===== config.mk =====
export PLATFORM = sky130hd
export DESIGN_NAME = pc_interval_profiler
export DESIGN_NICKNAME = d
export VERILOG_FILES = /design/src/rtl/pc_interval_profiler.sv
export SDC_FILE = /design/constraint.sdc
export NUM_CORES = 2
export LEC_CHECK = 0
export CAP_MARGIN = 15
export CORE_ASPECT_RATIO = 1.4
export CORE_MARGIN = 2
export CORE_UTILIZATION = 45
export CTS_BUF_LIST = sky130_fd_sc_hd__clkbuf_8
export DETAILED_ROUTE_END_ITERATION = 7
export HOLD_SLACK_MARGIN = 0.12
export PLACE_DENSITY_LB_ADDON = 0.15
export REMOVE_ABC_BUFFERS = 1
export SYNTH_ARGS = -nofsm -noshare
export SYNTH_HDL_FRONTEND = slang
export SYNTH_SLANG_ARGS = --single-unit
export TNS_END_PERCENT = 100

===== constraint.sdc =====
create_clock -name clk -period 12.3 [get_ports clk]
set_input_delay 1.845 -clock clk [delete_from_list [all_inputs] [get_ports clk]]
set_output_delay 1.845 -clock clk [all_outputs]
set_load 0.01 [all_outputs]

===== src/rtl/pc_interval_profiler.sv =====
// Multi-channel PC hit-interval profiler: each channel times the cycles between
// consecutive hits on its watch address and logs the intervals into a small ring buffer.
module pc_interval_profiler #(
    parameter int NUM_CH = 4,
    parameter int DEPTH  = 16,
    parameter int CNT_W  = 32,
    parameter int ADDR_W = 32,
    parameter bit WRAP   = 1'b1,
    localparam int CH_W  = (NUM_CH > 1) ? $clog2(NUM_CH) : 1,
    localparam int PTR_W = $clog2(DEPTH),
    localparam int NUM_W = PTR_W + 1
) (
    input  logic                     clk,
    input  logic                     rst,
    input  logic [ADDR_W-1:0]        pc,
    input  logic                     pc_valid,
    input  logic [NUM_CH*ADDR_W-1:0] watch_addr,
    input  logic [NUM_CH-1:0]        ch_en,
    input  logic                     clear,
    input  logic [CH_W-1:0]          rd_ch,
    input  logic [PTR_W-1:0]         rd_idx,
    input  logic                     rd_req,
    output logic [CNT_W-1:0]         rd_data,
    output logic                     rd_valid,
    output logic [NUM_CH*NUM_W-1:0]  count,
    output logic [NUM_CH-1:0]        full,
    output logic [NUM_CH-1:0]        sat
);

    typedef enum logic [1:0] {ST_IDLE, ST_ARM, ST_RUN} state_t;

    localparam logic [CNT_W-1:0] CNT_MAX = '1;

    logic [NUM_CH*CNT_W-1:0] rd_mem_flat;
    logic [CH_W-1:0]         rd_ch_reg;
    logic                    rd_zero_reg;
    logic                    rd_valid_reg;
    logic [NUM_W-1:0]        rd_count_sel;
    logic                    rd_beyond;

    assign rd_count_sel = count[rd_ch*NUM_W +: NUM_W];
    assign rd_beyond    = ({1'b0, rd_idx} >= rd_count_sel);

    for (genvar gi = 0; gi < NUM_CH; gi++) begin : g_ch
        state_t           state_reg, state_next;
        logic [CNT_W-1:0] cnt_reg, cnt_next;
        logic [PTR_W-1:0] wr_ptr_reg, wr_ptr_next;
        logic [PTR_W-1:0] old_ptr_reg, old_ptr_next;
        logic [NUM_W-1:0] count_reg, count_next;
        logic             sat_reg, sat_next;
        logic             hit, is_full, wr_en;
        logic [PTR_W-1:0] rd_addr;
        logic [CNT_W-1:0] mem [DEPTH];
        logic [CNT_W-1:0] rd_mem_reg;

        assign hit     = pc_valid & ch_en[gi] & (pc == watch_addr[gi*ADDR_W +: ADDR_W]);
        assign is_full = (count_reg == NUM_W'(DEPTH));
        assign rd_addr = old_ptr_reg + rd_idx;

        always_comb begin
            state_next   = state_reg;
            cnt_next     = cnt_reg;
            wr_ptr_next  = wr_ptr_reg;
            old_ptr_next = old_ptr_reg;
            count_next   = count_reg;
            sat_next     = sat_reg;
            wr_en        = 1'b0;
            if (clear) begin
                state_next   = ST_IDLE;
                cnt_next     = '0;
                wr_ptr_next  = '0;
                old_ptr_next = '0;
                count_next   = '0;
                sat_next     = 1'b0;
            end else begin
                unique case (state_reg)
                    ST_IDLE: begin
                        cnt_next = '0;
                        if (ch_en[gi]) state_next = ST_ARM;
                    end
                    ST_ARM: begin
                        if (!ch_en[gi]) begin
                            state_next = ST_IDLE;
                        end else if (hit) begin
                            state_next = ST_RUN;
                            cnt_next   = CNT_W'(1);
                        end
                    end
                    ST_RUN: begin
                        if (!ch_en[gi]) begin
                            state_next = ST_IDLE;
                            cnt_next   = '0;
                        end else if (hit) begin
                            cnt_next = CNT_W'(1);
                            if (!is_full) begin
                                wr_en       = 1'b1;
                                wr_ptr_next = wr_ptr_reg + 1'b1;
                                count_next  = count_reg + 1'b1;
                            end else if (WRAP) begin
                                // full ring: the write slot is the oldest entry, so both pointers move
                                wr_en        = 1'b1;
                                wr_ptr_next  = wr_ptr_reg + 1'b1;
                                old_ptr_next = old_ptr_reg + 1'b1;
                            end
                        end else if (cnt_reg == CNT_MAX) begin
                            sat_next = 1'b1;
                        end else begin
                            cnt_next = cnt_reg + 1'b1;
                        end
                    end
                    default: state_next = ST_IDLE;
                endcase
            end
        end

        always_ff @(posedge clk or negedge rst) begin
            if (!rst) begin
                state_reg   <= ST_IDLE;
                cnt_reg     <= '0;
                wr_ptr_reg  <= '0;
                old_ptr_reg <= '0;
                count_reg   <= '0;
                sat_reg     <= 1'b0;
            end else begin
                state_reg   <= state_next;
                cnt_reg     <= cnt_next;
                wr_ptr_reg  <= wr_ptr_next;
                old_ptr_reg <= old_ptr_next;
                count_reg   <= count_next;
                sat_reg     <= sat_next;
            end
        end

        // Buffer has no reset; a read of a same-cycle write slot sees the old contents.
        always_ff @(posedge clk) begin
            if (wr_en) mem[wr_ptr_reg] <= cnt_reg;
            if (rd_req && (rd_ch == CH_W'(gi))) rd_mem_reg <= mem[rd_addr];
        end

        assign rd_mem_flat[gi*CNT_W +: CNT_W] = rd_mem_reg;
        assign count[gi*NUM_W +: NUM_W]       = count_reg;
        assign full[gi]                       = is_full;
        assign sat[gi]                        = sat_reg;
    end

    // rd_zero_reg masks unwritten or cleared entries so rd_data never exposes stale RAM.
    always_ff @(posedge clk or negedge rst) begin
        if (!rst) begin
            rd_valid_reg <= 1'b0;
            rd_zero_reg  <= 1'b1;
            rd_ch_reg    <= '0;
        end else begin
            rd_valid_reg <= rd_req;
            if (rd_req) begin
                rd_zero_reg <= clear | rd_beyond;
                rd_ch_reg   <= rd_ch;
            end
        end
    end

    assign rd_valid = rd_valid_reg;
    assign rd_data  = rd_zero_reg ? '0 : rd_mem_flat[rd_ch_reg*CNT_W +: CNT_W];

endmodule


## Yosys cells after proc, flatten, opt, wreduce, memory -nomap -nowiden

Memories as Yosys holds them, arrays and structs flattened. A register that Yosys moved wholly into a read port is not among the register bits.
Cells that the tools add are included.

- Output and inout port bits: 61
- Memories kept: 4
- Flip-flop bits (word level): 196
- Logic and storage cells: 329
- Latch bits: 0
- Input port bits: 175
- Memory bits (writable): 2048
- Memory bits (read-only): 0

- Multipliers: 1
- Divide/modulo/power cells: 0
- Shift-type cells: 2
- Add/sub/neg operators: 20
- Magnitude comparators: 1
- Bitwise logic cells: 9
- Equal/unequal tests: 55
- Reductions and logical operators: 57
- Mux-type cells: 153

Memory list:

| memory | depth | width | rd ports | clocked after Yosys merged registers in | write ports | line | text |
|---|---|---|---|---|---|---|---|
| g_ch[0].mem | 16 | 32 | 1 | 1 | 1 | 53 | `logic [CNT_W-1:0] mem [DEPTH];` |
| g_ch[1].mem | 16 | 32 | 1 | 1 | 1 | 53 |  |
| g_ch[2].mem | 16 | 32 | 1 | 1 | 1 | 53 |  |
| g_ch[3].mem | 16 | 32 | 1 | 1 | 1 | 53 |  |

Operators by type and width:

| kind | count |
|---|---|
| two-way mux 32 bit | 25 |
| case mux 32 bit (3 select lines) | 4 |
| two-way mux 4 bit | 36 |
| adder 32 x 1 -> 32 bit, second input constant | 4 |
| == test 32 bit | 4 |
| == test 32 bit, second input constant | 4 |
| variable part select 128 x 8 -> 32 bit | 1 |
| two-way mux 5 bit | 20 |
| AND reduction 4 bit | 16 |
| inequality test 3 bit, second input constant | 16 |
| two-way mux 1 bit | 44 |
| two-way mux 2 bit | 20 |
| nonzero test 2 bit | 20 |
| adder 4 x 1 -> 4 bit, second input constant | 8 |
| case mux 2 bit (3 select lines) | 4 |
| AND reduction 3 bit | 8 |
| adder 5 x 1 -> 5 bit, second input constant | 4 |
| == test 5 bit, second input constant | 4 |
| inequality test 5 bit, second input constant | 4 |
| variable part select 20 x 6 -> 5 bit | 1 |
| adder 4 bit | 4 |
| inequality test 2 bit, second input constant | 8 |
| inequality test 4 bit, second input constant | 4 |
| nonzero test 4 bit | 4 |
| 8 further kinds | 31 |

## Depth between registers and ports, before layout

- Depth in word-level cells: 8
- Mapped depth: 11
- Mapped depth without buffers: 9

## Least setup slack after synthesis

Ideal clock, no wire load.

- Path type: input-to-reg
- From: input port pc[7]
- To: memory g_ch[2].mem[3][0] (enable)
- Data arrival time: 5714 ps
- Data required time: 11839 ps
- Setup slack: 6125 ps
- Stages on the path: 9
- Library setup time: 461 ps
- Path buffers: 2
- Cells stage by stage: buf_2 -> xor2_1 -> nor4_1 -> nand4_1 -> or3_1 -> nor3_1 -> buf_2 -> nand2_1 -> nor3_1

- Word-level cells in the longest chain between the ends: 8

Ends and longest elaborated chain:

| element | line | text |
|---|---|---|
| from (decl) | 15 | `input logic [ADDR_W-1:0] pc,` |
| == test 32 bit | 56 | `assign hit = pc_valid & ch_en[gi] & (pc == watch_addr[gi*ADDR_W +: ADDR_W]);` |
| AND 1 bit | 56 |  |
| two-way mux 1 bit | 93 | `end else if (hit) begin` |
| two-way mux 1 bit | 90 | `if (!ch_en[gi]) begin` |
| two-way mux 1 bit | 76 | `unique case (state_reg)` |
| two-way mux 1 bit | 68 | `if (clear) begin` |
| two-way mux 1 bit | 136 | `if (wr_en) mem[wr_ptr_reg] <= cnt_reg;` |
| two-way mux 1 bit (not written as such) | 136 |  |
| to (decl) | 53 |  |

Every way passes these cells.

## Worst setup path after layout

- From: input port pc[24]
- To: memory g_ch[2].mem[15][7] (enable)

The elaborated chain is that of the path after synthesis.

==> flow_summary.yaml <==
outcome:
  status: "complete, no violations"
synth:
  synth_top_family_by_area: "multiplexers"
  yosys.area_share.adder_pct: 0.8752
  synth_mux_area_share_pct: 13.20
  syn_area_sq_um: 96350
  ys_warn_count: 0
  yosys.area_share.simple_pct: 6.162
  synth_seq_area_share_pct: 72.91
  synth_cell_types: 70
  yosys.area_share.xor_xnor_pct: 1.609
  post-synth-top-area-fraction_pct: 67.82
  synth_seq_cells: 2372
  synth_compound_gate_area_share_pct: 3.767
  synth_edf_count: 2176
  yosysTopAreaCell: "edfxtp_1"
  synth-main-ff-cell: "edfxtp_1"
  synth.area.top_cells: "edfxtp_1 (68%), mux4_2 (13%), dfrtp_1 (5.1%), nand2_1 (1.6%), a31oi_1 (1.1%)"
  synth-async-reset-ratio_pct: 8.263
  synth_cells: 5310
  synth_area_per_cell_sq_um: 18.15
final_layout:
  fin_util_pct: 51.32
  drive_above_1_share_pct: 20.76
  final_nets: 6008
  fillers: 17351
  ff_latch_area_sq_um: 70250
  largest_reg_flops: 2048
  area_delta_synth_final_pct: 13.71
  multiInputGateArea_sq_um: 25330
critical_path:
  r2r-end: "g_ch[2].rd_mem_reg[4]"
  crit_path_cell_trace: "clkdlybuf4s50_1 > xor2_1 > nor4_1 > nand4_1 > or3_1 > nor3_1 > nand2_1 > nor2_4 > buf_4"
  slowest_delay_ps: 990
  r2r_cells: 8
  path_class: "in2reg"
  cp-end-kind: "register"
  r2r_start: "g_ch[2].old_ptr_reg[0]"
  crit_fanout: 22
  r2r_setup_slack_ps: 8220
  cp_slowest_cell: "clkdlybuf4s50_1"
  crit_arrival_ps: 6410
  start_kind: "input pin"
  required_ps: 12870
sta:
  worst_pin_slew_ps: 1262
  max_freq_mhz: 171.0
  fin_crit_sh_pct: 47.54
  grt_setup_unrepaired: "false"
  setup_violations: 0
  hold_viol_final: 0
  skew_ps: 47.60
  fin_setup_tns_ps: 0
  slew_viol_final: 0
  slew-limit-headroom_pct: 15.33
  fin_crit_ps: 5848
  final.setup.worst_slack_ps: 6452
power_and_ir_drop:
  power.static_leakage_nw: 39.97
  powerDensity_nw_per_um2: 141.5
  fin_total_pwr_w: 0.01551
  peakVddDrop_mv: 0.06177
drt:
  drc: 0
  vias: 53294
  drt_pass1_iterations: 5
  post_drt_wl_per_cell_um: 31.29
  drt_wl_total_um: 278500
  ant_nets: 0
  via_per_inst: 5.989
  drt-initial-drc-count: 5098
place:
  place_worst_setup_slack_ps: 5610
  io_buffers: 235
  gp_congestion: 0.8957
  dp_hpwl_um: 174900
global_routing:
  grt.busiest_layer: "met2"
  grt_pass1_vias: 54128
  grt_max_degree: 95
  grt_pass1_wl_um: 394800
  met1_usage_pct: 33.35
  antenna_found_initial: 20
  gr-usage-met2_pct: 41.90
  grt.overflow.total: 0
  gr-usage-all-layers_pct: 25.44
  met3_usage_pct: 6.215
clock_tree:
  cts_setup_buffers: 0
  postCtsHoldBufs: 0
  cts.path.max_buffers: 4
  clkTransAtPathRegs_ps: 60
  cts_buffers: 364
  cts.sinks: 2372
  clk_latency_ps: 970
  cts-root-buf: "clkbuf_8"
  cts_tree: "yes"
  cts_max_level: 5
  postCtsResizedCells: 0
floorplan:
  die_h_um: 551.5
  io_pins: 236
  die_w_um: 395.1
  rows: 201
  fp.dieArea_sq_um: 217900
  coreArea_sq_um: 213500
  start_util_pct: 45.13
hold_path:
  min_delay_path_depth: 2
  min_to: "g_ch[3].sat_reg"
  hold_class: "reg2reg"
  min-delay-start: "g_ch[3].sat_reg"
flow_run:
  maxCapViolCount: 0
[power breakdown]
group	switching, W	internal [W]	leakage (nW)
Combinational	0.000411	0.000242	8.91
Clock	0.00305	0.00306	3.88
Sequential	0.0000363	0.00870	27.2
[synthesized netlist by cell type (all sizes together) (48+ instances only)]
| cell | count |
|---|---|
| clkbuf | 175 |
| buf | 105 |
| nand2 | 407 |
| xor2 | 77 |
| nor2 | 164 |
| nand3 | 95 |
| mux4 | 549 |
| dfrtp | 195 |
| a31oi | 170 |
| and2 | 140 |
| nor3 | 93 |
| o21ai | 112 |
| edfxtp | 2176 |
| a21oi | 85 |
| ha | 61 |
| nor4 | 48 |
| inv | 70 |
| nand4 | 76 |
| a211oi | 131 |
| xnor2 | 100 |
[critical path: cells and delay by family]
kind,cells,cell delay [ps]
xor+xnor,1,400
buf+inv,2,1510
simple gates,6,2620
[area by class of cell]
cell class | instances | share of cell area (%)
diodes | 12 | 0.02741
flip-flops and latches | 2372 | 64.12
inverters | 70 | 0.2398
well taps | 2842 | 3.245
multi-input cells | 2588 | 23.12
clock buffers | 383 | 4.811
repair buffers | 372 | 3.236
clock inverters | 260 | 1.206
[logic make-up after synthesis]
logic type               after synthesis
AO/OA/AOI/OAI                        567
XOR/XNOR                             177
adder cells (fa/ha/maj)               65
buffers and inverters                350
flip-flops                          2372
multiplexers                         584
AND/OR/NAND/NOR                     1195
[cells in the final DEF (no fill, tap or decap), types with 12 or more instances in the layout]
| cell type | Yosys | final |
|---|---|---|
| edfxtp_1 | 2176 | 2176 |
| mux4_2 | 549 | 549 |
| nand2_1 | 407 | 407 |
| clkbuf_8 | 0 | 383 |
| clkdlybuf4s50_1 | 0 | 233 |
| inv_1 | 70 | 203 |
| dfrtp_1 | 195 | 194 |
| a31oi_1 | 170 | 170 |
| and2_1 | 139 | 136 |
| a211oi_1 | 130 | 130 |
| buf_4 | 10 | 127 |
| nor2_1 | 164 | 125 |
| nand3_1 | 95 | 95 |
| xnor2_1 | 100 | 92 |
| o21ai_0 | 91 | 91 |
| a21oi_1 | 77 | 77 |
| nor3_1 | 92 | 77 |
| nand4_1 | 76 | 76 |
| xor2_1 | 77 | 73 |
| clkinv_1 | 0 | 63 |
| ha_1 | 61 | 57 |
| nor2b_1 | 46 | 46 |
| clkinv_2 | 0 | 44 |
| nor4_1 | 45 | 43 |
| nor2_4 | 0 | 38 |
| mux2i_1 | 34 | 34 |
| and3_1 | 44 | 32 |
| or3_1 | 23 | 23 |
| o31ai_1 | 21 | 20 |
| o21ai_1 | 20 | 20 |
| nor3_2 | 1 | 16 |
| a21o_1 | 14 | 14 |
| nand2b_1 | 13 | 13 |
| diode_2 | 0 | 12 |
| and3_2 | 0 | 12 |
[through the flow]
stage	hold WS, ps	instances	area, sq um
CTS	522.3	8883	109500
global route	530.1	8891	109500
finish	516.6	8899	109600
global placement	485.5	8233	102700
floorplan	478.2	5030	95190
detailed placement	505.0	8240	102900
[layer usage]
metal / vias to the layer above / wire length [um]
li1: 22331 / -
met1: 28314 / 108500
met2: 2248 / 135800
met3: 387 / 24940
met4: 14 / 9084
met5: - / 92
[how the worst max path moves through the flow]
stage                    from                    end  depth (start not counted)
floorplan           rd_idx[0]  g_ch[2].rd_mem_reg[0]                          5
global placement    rd_idx[0]  g_ch[2].rd_mem_reg[4]                          9
finish                 pc[24]     g_ch[2].mem[15][7]                          9
detailed placement     pc[24]    g_ch[2].mem[15][11]                          9
CTS                    pc[24]     g_ch[2].mem[15][7]                          9
global route           pc[24]     g_ch[2].mem[15][7]                          9
No activity file was read; power rests on OpenSTA's default activity.
